File: config.mk
export PLATFORM = sky130hd
export DESIGN_NAME = pwm_cmd_sched
export DESIGN_NICKNAME = d
export VERILOG_FILES = /design/src/rtl/pwm_cmd_sched.sv
export SDC_FILE = /design/constraint.sdc
export NUM_CORES = 1
export LEC_CHECK = 0
export CAP_MARGIN = 10
export CORE_MARGIN = 2
export CORE_UTILIZATION = 50
export CTS_BUF_LIST = sky130_fd_sc_hd__clkbuf_16
export DETAILED_ROUTE_END_ITERATION = 6
export HOLD_SLACK_MARGIN = 0.06
export PLACE_DENSITY = 0.7
export SLEW_MARGIN = 20
export SYNTH_ARGS = -nofsm -noshare
export SYNTH_HDL_FRONTEND = slang
export SYNTH_SLANG_ARGS = --single-unit
File: constraint.sdc
create_clock -name i_Clock -period 2.66 [get_ports i_Clock]
set_input_delay 0.399 -clock i_Clock [delete_from_list [all_inputs] [get_ports i_Clock]]
set_output_delay 0.399 -clock i_Clock [all_outputs]
set_load 0.02 [all_outputs]
File: src/rtl/pwm_cmd_sched.sv
// pwm_cmd_sched: UART byte stream -> per-channel PWM duty registers.
// Frames are HDR_BYTE, CH, DUTY. Shadow duties are copied to the active set
// only on a PWM period boundary, so a running period is never cut short.
// Optional build macro: PWM_CMD_CHECKSUM_EN adds a trailing XOR checksum byte.
//
// state    | meaning
// ---------+-----------------------------------------------------------
// S_IDLE     | waiting for HDR_BYTE, other bytes dropped
// S_GET_CH   | waiting for channel byte
// S_GET_DUTY | waiting for duty byte
// S_GET_CSUM | waiting for checksum byte (PWM_CMD_CHECKSUM_EN only)
// S_COMMIT   | single cycle, writes shadow[ch] and raises pending
module pwm_cmd_sched #(
    parameter int         NUM_CH       = 4,
    parameter logic [7:0] HDR_BYTE     = 8'hA5,
    parameter int         TIMEOUT_CLKS = 21700
) (
    input  logic                  i_Clock,
    input  logic                  i_Rst_n,
    input  logic                  i_RX_DV,
    input  logic [7:0]            i_RX_Data,
    input  logic                  i_Period_Start,
    output logic [NUM_CH*8-1:0]   o_Duty,
    output logic                  o_Update,
    output logic                  o_Busy,
    output logic                  o_Err
);

    localparam int            TW       = $clog2(TIMEOUT_CLKS + 1);
    localparam logic [TW-1:0] TMO_LOAD = TW'(TIMEOUT_CLKS - 1);
    localparam logic [4:0]    NUM_CH_W = 5'(NUM_CH);

    typedef enum logic [2:0] {
        S_IDLE,
        S_GET_CH,
        S_GET_DUTY,
        S_COMMIT
`ifdef PWM_CMD_CHECKSUM_EN
        , S_GET_CSUM
`endif
    } state_t;

    state_t          state_q, state_nxt;
    logic [3:0]      ch_q;
    logic [7:0]      duty_q;
    logic [TW-1:0]   cnt_q;
    logic [7:0]      shadow_q [NUM_CH];
    logic [7:0]      active_q [NUM_CH];
    logic            pending_q;
    logic            update_q;
    logic            err_q;

    logic            err_nxt;
    logic            cnt_load;
    logic            cnt_run;
    logic            ch_we;
    logic            duty_we;
    logic            commit;
    logic            bad_ch;
    logic            tmo;

    assign bad_ch = (i_RX_Data[7:4] != 4'd0) || ({1'b0, i_RX_Data[3:0]} >= NUM_CH_W);
    assign tmo    = (cnt_q == '0);

    // State register plus the byte latches it controls.
    always_ff @(posedge i_Clock or negedge i_Rst_n) begin
        if (!i_Rst_n) begin
            state_q <= S_IDLE;
            ch_q    <= '0;
            duty_q  <= '0;
            err_q   <= 1'b0;
        end else begin
            state_q <= state_nxt;
            err_q   <= err_nxt;
            if (ch_we)   ch_q   <= i_RX_Data[3:0];
            if (duty_we) duty_q <= i_RX_Data;
        end
    end

    // Inter-byte timeout: down-counter reloaded on each accepted byte, expires at zero.
    always_ff @(posedge i_Clock or negedge i_Rst_n) begin
        if (!i_Rst_n) begin
            cnt_q <= TMO_LOAD;
        end else if (cnt_load) begin
            cnt_q <= TMO_LOAD;
        end else if (cnt_run && !tmo) begin
            cnt_q <= cnt_q - 1'b1;
        end
    end

    // Frame parser: next state, error pulse and latch enables.
    always_comb begin
        state_nxt = state_q;
        err_nxt   = 1'b0;
        cnt_load  = 1'b0;
        cnt_run   = 1'b0;
        ch_we     = 1'b0;
        duty_we   = 1'b0;
        commit    = 1'b0;
        case (state_q)
            S_IDLE: begin
                if (i_RX_DV && (i_RX_Data == HDR_BYTE)) begin
                    state_nxt = S_GET_CH;
                    cnt_load  = 1'b1;
                end
            end
            S_GET_CH: begin
                cnt_run = 1'b1;
                if (i_RX_DV) begin
                    if (bad_ch) begin
                        err_nxt   = 1'b1;
                        state_nxt = S_IDLE;
                    end else begin
                        ch_we     = 1'b1;
                        cnt_load  = 1'b1;
                        state_nxt = S_GET_DUTY;
                    end
                end else if (tmo) begin
                    err_nxt   = 1'b1;
                    state_nxt = S_IDLE;
                end
            end
            S_GET_DUTY: begin
                cnt_run = 1'b1;
                if (i_RX_DV) begin
                    duty_we  = 1'b1;
                    cnt_load = 1'b1;
`ifdef PWM_CMD_CHECKSUM_EN
                    state_nxt = S_GET_CSUM;
`else
                    state_nxt = S_COMMIT;
`endif
                end else if (tmo) begin
                    err_nxt   = 1'b1;
                    state_nxt = S_IDLE;
                end
            end
`ifdef PWM_CMD_CHECKSUM_EN
            S_GET_CSUM: begin
                cnt_run = 1'b1;
                if (i_RX_DV) begin
                    cnt_load = 1'b1;
                    if (i_RX_Data == (HDR_BYTE ^ {4'd0, ch_q} ^ duty_q)) begin
                        state_nxt = S_COMMIT;
                    end else begin
                        err_nxt   = 1'b1;
                        state_nxt = S_IDLE;
                    end
                end else if (tmo) begin
                    err_nxt   = 1'b1;
                    state_nxt = S_IDLE;
                end
            end
`endif
            S_COMMIT: begin
                commit    = 1'b1;
                state_nxt = S_IDLE;
            end
            default: state_nxt = S_IDLE;
        endcase
    end

    // Shadow/active duty bank; commit wins over transfer for the pending flag.
    always_ff @(posedge i_Clock or negedge i_Rst_n) begin
        if (!i_Rst_n) begin
            for (int i = 0; i < NUM_CH; i++) begin
                shadow_q[i] <= '0;
                active_q[i] <= '0;
            end
            pending_q <= 1'b0;
            update_q  <= 1'b0;
        end else begin
            update_q <= 1'b0;
            if (i_Period_Start && pending_q) begin
                for (int i = 0; i < NUM_CH; i++) begin
                    active_q[i] <= shadow_q[i];
                end
                pending_q <= 1'b0;
                update_q  <= 1'b1;
            end
            if (commit) begin
                for (int i = 0; i < NUM_CH; i++) begin
                    if (ch_q == 4'(i)) shadow_q[i] <= duty_q;
                end
                pending_q <= 1'b1;
            end
        end
    end

    // Pack the active registers onto the flat duty bus.
    always_comb begin
        o_Duty = '0;
        for (int i = 0; i < NUM_CH; i++) begin
            o_Duty[8*i +: 8] = active_q[i];
        end
    end

    assign o_Update = update_q;
    assign o_Err    = err_q;
    assign o_Busy   = (state_q != S_IDLE);

endmodule
Word level (Yosys, flattened, before mapping)
Index checks and enable logic that the tools add are counted.
- add/subtract/negate cells: 1
- $lt $le $gt $ge: 1
- equal/unequal tests: 8
- multiplexer cells: 25
- reductions and logical operators: 17
- operator list (operator ; number):
    two-way mux 15 bit ; 2
    logical NOT 15 bit ; 1
    two-way mux 1 bit ; 15
    subtractor 15 x 1 -> 15 bit, second input constant ; 1
    two-way mux 3 bit ; 4
    one-hot mux 3 bit (3 select lines) ; 1
    == test 4 x 2 -> 1 bit, second input constant ; 2
    == test 8 bit, second input constant ; 1
    AND reduction 2 bit ; 4
    == test 3 x 2 -> 1 bit, second input constant ; 2
    == test 4 x 1 -> 1 bit, second input constant ; 1
    >= comparator 4 x 3 -> 1 bit, second input constant ; 1
    logical NOT 4 bit ; 1
    nonzero test 2 bit ; 2
    nonzero test 4 bit ; 1
    == test 3 x 1 -> 1 bit, second input constant ; 1
    logical AND 1 bit ; 3
    logical NOT 3 bit ; 1
    one-hot mux 1 bit (3 select lines) ; 1
    nonzero test 3 bit ; 1
    two-way mux 2 bit ; 1
    != test 2 bit, second input constant ; 1
    one-hot mux 1 bit (2 select lines) ; 1
    OR reduction 2 bit ; 1
    other kinds (2) ; 2
- register bits after elaboration: 97
- input bits: 12
- logic and storage cells: 67

Depth between registers and ports, before layout
- word-level depth: 6
- mapped depth: 7

Worst setup path after synthesis
No wires, ideal clock.
- kind: reg-to-reg
- from: register cnt_q[0]
- to: register cnt_q[4]
- setup time: 0.078 ns
- data arrival time: 1.793 ns
- setup slack: 0.789 ns
- stages on the path, launching flop included: 8
- clock period less this slack: 1.871 ns
- path through: dfstp_2 > inv_1 > ha_1 > nor4b_2 > and4_1 > buf_2 > or4_1 > a21oi_1
- longest elaborated chain between the ends: 4
- elaborated cells between the ends (all ways): 7
- ends and longest elaborated chain (item ; RTL line ; RTL):
    from (decl) ; 46 ; logic [TW-1:0] cnt_q;
    from (signal assigned) ; 87 ; cnt_q <= cnt_q - 1'b1;
    parallel branches: the longest is 4 deep, another holds subtractor 15 x 1 -> 15 bit ; n/a ;
Parallel ways; which one is timed is not known. The select of a mux whose other input is x is not followed.
A chain may end at the register's enable or synchronous reset.

Final worst setup path
- from: register state_q[0]
- to: output port o_Busy
- longest elaborated chain between the ends: 1
- ends and longest elaborated chain (item ; RTL line ; RTL):
    from (decl) ; 43 ; state_t state_q, state_nxt;
    from (signal assigned) ; 73 ; state_q <= state_nxt;
    nonzero test 3 bit ; 200 ; assign o_Busy = (state_q != S_IDLE);
    to (decl) ; 25 ; output logic o_Busy,
No other way between the ends.

==> summary.md <==
| Metric | Value |
|---|---|
| Routed Antenna Nets | `0` |
| P&R area growth vs syn | `21.7%` |
| Worst Path Buf+Inv | `1` |
| Final setup viols | `0` |
| Via count | `2500` |
| Floorplan die height | `94.2 µm` |
| Fin. max-slew vios | `0` |
| CTS buffer count | `9` |
| Final min period | `2.27 ns` |
| Core area | `7810 µm²` |
| Post-synthesis average cell area | `14.2 µm²` |
| Layout cells sized above 1 | `32.5%` |
| Largest net degree at the start of global routing | `46` |
| Worst slack, placed | `0.354 ns` |
| Fin Clk Skew | `0.00726 ns` |
| Vias per cell | `about 5.6` |
| Net Count, Synth | `about 300` |
| Lkg Pwr | `2.27 nW` |
| WL final | `7620 µm` |
| Die Wd | `94.2 µm` |
| PwrDens | `555 nW/µm²` |
| Crit-path max FO | `7` |
| Ys flop type | `dfrtp_1` |
| Crit-path max cell delay | `0.58 ns` |
| Synth Instances | `286` |
| EDFF count, synth | `0` |
| Worst-skew pair later-pin latency | `0.33 ns` |
| Status | `finished, final reports clean` |
| Fin nets | `approximately 360` |
| Fraction of registers with async set/reset | `100%` |
| Crit start category | `register` |
| Worst-Margin Slew | `0.556 ns` |
| Drt initial violations | `53` |
| Initial antenna violation count | `0` |
| Sequential share of the synthesized area | `59.9%` |
| Starting Density | `52.1%` |
| Core Rows | `32` |
| Family with the most delay on the worst path | `buffers and inverters` |
| Wire per inst | `16.9 µm` |
| GR Overflow Total | `0` |
| YS warnings | `0` |
| Diodes inserted | `0` |
| DP Wirelength | `approximately 5300 µm` |
| Peak Freq | `0.440 GHz` |
| Total Routing Usage GR | `19.1%` |
| Crit end category | `output pin` |
| Max-Cap Viols | `0` |
| Yosys reg bits | `97` |
| Critical path class | `reg2out` |
| RSZ-0062 raised after global routing | `false` |
| Worst Path Required | `2.26 ns` |
| Unique cell type count in the Yosys netlist | `51` |
| First-pass GRT wire length | `between 10000 and 15000 µm` |
| Slew Limit Headroom | `a little over three fifths` |
| Critical-path cell with the highest stage delay | `clkdlybuf4s50_1` |
| Fill cells | `615` |
| Root Buffer | `clkbuf_16` |
| Crit path arrival time | `1.87 ns` |
| Final GP Congestion | `0.836` |
| CTS tree | `built` |
| Synthesized area | `roughly 4100 µm²` |
| Worst Hold Class | `reg2reg` |
| VDD IR max | `0.000322 V` |
| Setup TNS Final | `0 ns` |
| Drt pass-1 iters | `4` |
| Worst setup slack after layout | `0.389 ns` |
| # DRC | `0` |
| Tcrit/Tclk final | `85.4%` |
| Clk slew on worst S/H paths | `roughly 0.06 ns` |
| Max clock buf depth | `2` |
| Final hold vios | `0` |
| IO buf count | `46` |
| Vias in the first global route | `2569` |
| H-Tree Level Count | `3` |
| Worst path cell trace | `or3_1, clkdlybuf4s50_1` |
| Sink Count | `a little under 100` |
| Top Ports | `47` |
| Pwr Total | `2.75 mW` |
| Total die area | `about 8900 µm²` |
-- area by class of cell --
| cell class | instances | area [µm²] | share of cell area [%] |
|---|---|---|---|
| inverters | 5 | 18.8 | 0.379 |
| clock inverters | 7 | 47.5 | 0.960 |
| multi-input cells | 178 | 1580 | 31.9 |
| well taps | 102 | 128 | 2.58 |
| flip-flops and latches | 97 | 2440 | 49.2 |
| repair buffers | 52 | 518 | 10.5 |
| clock buffers | 9 | 225 | 4.55 |
-- final timing paths --
check	cells past startpoint	slack, ns	end	startpoint
max	2	0.39	o_Busy	state_q[0]
min	1	0.48	state_q[0]	state_q[2]
max reg2reg	6	0.60	cnt_q[5]	cnt_q[0]
min reg2reg	1	0.48	state_q[0]	state_q[2]
max in group asynchronous	3	1.42	cnt_q[10]	i_Rst_n
min in group asynchronous	2	0.53	o_Duty[14]	i_Rst_n
-- through the flow --
stage | area [µm²] | hold WS (ns) | utilization (%) | instances
2_1_floorplan | 4070 | 0.103 | - | 286
3_3_place_gp | 4670 | 0.347 | 59.8 | 433
3_5_place_dp | 4670 | 0.350 | 59.8 | 433
4_1_cts | 4950 | 0.476 | 63.4 | 450
5_1_grt | 4950 | 0.510 | 63.4 | 450
6_report | 4950 | 0.481 | 63.4 | 450
-- synth_stat cells (all sizes together), types with 2 or more instances --
library cell | instances | area (µm²)
dfstp | 7 | 184
nand4b | 3 | 26.3
nor2 | 3 | 11.3
buf | 6 | 35.0
or2b | 2 | 15.0
nand3 | 7 | 35.0
nor2b | 2 | 12.5
dfrtp | 90 | 2250
and4 | 2 | 17.5
nand3b | 5 | 37.5
nor4 | 6 | 43.8
and2b | 2 | 16.3
mux2 | 73 | 822
inv | 5 | 18.8
nand2 | 5 | 18.8
a21oi | 10 | 53.8
o31ai | 6 | 45.0
nand2b | 2 | 15.0
and2 | 2 | 12.5
or4 | 8 | 63.8
nand4 | 3 | 25.0
or3 | 8 | 55.1
o21ai | 9 | 45.0
nor3 | 4 | 25.0
-- routing by layer --
layer	vias up	wire length, µm	track usage [%]
met3	7	214	3.61
met1	1264	3580	25.6
li1	1183	-	-
met4	0	79	5.43
met5	-	0	0
met2	46	3750	32.0
-- registers in the layout, summed over array words and instances (netlist names) --
signal / count
o_Err: 1
state_q: 3
o_Duty: 32
shadow_q: 32
o_Update: 1
ch_q: 4
duty_q: 8
cnt_q: 15
pending_q: 1
-- timing repair --
action | 4_1_cts | 5_1_grt
gates resized for setup | 0 | 0
hold buffers | 1 | 0
setup buffers | 0 | 0
hold endpoints to repair | 28 | 0
-- logic make-up (layout without fill, tap and decap cells) --
group | after synthesis | in the layout | synth area share, %
flops | 97 | 97 | 59.9
mux | 74 | 74 | 20.5
simple gates | 67 | 67 | 11.6
compound gates | 34 | 34 | 5.91
buf+inv | 11 | 73 | 1.32
fa+ha+maj | 1 | 1 | 0.308
other cells | 1 | 1 | 0.0922
xor+xnor | 1 | 1 | 0.400
-- cell usage in the layout, fill, tap and decap left out, drive strengths merged, types with 3 or more instances in the layout --
master         Yosys  final
o21ai              9      9
nand3b             5      5
dfrtp             90     90
nor4               6      6
mux2              73     73
nand3              7      7
o31ai              6      6
nor3               4      4
dfstp              7      7
inv                5      8
nand4              3      3
clkinvlp           0      3
clkdlybuf4s50      0     45
or3                8      8
nand2              5      5
clkbuf             0      9
a21oi             10     10
or4                8      8
nand4b             3      3
nor2               3      3
buf                6      6
-- report_power, final --
part           switching, mW  total [mW]  internal [mW]
sequential            0.0118        1.50           1.49
clock                  0.540        1.17          0.632
combinational         0.0492      0.0805         0.0313
total                  0.601        2.75           2.15
Note: power is estimated with default switching activity, not from simulation.
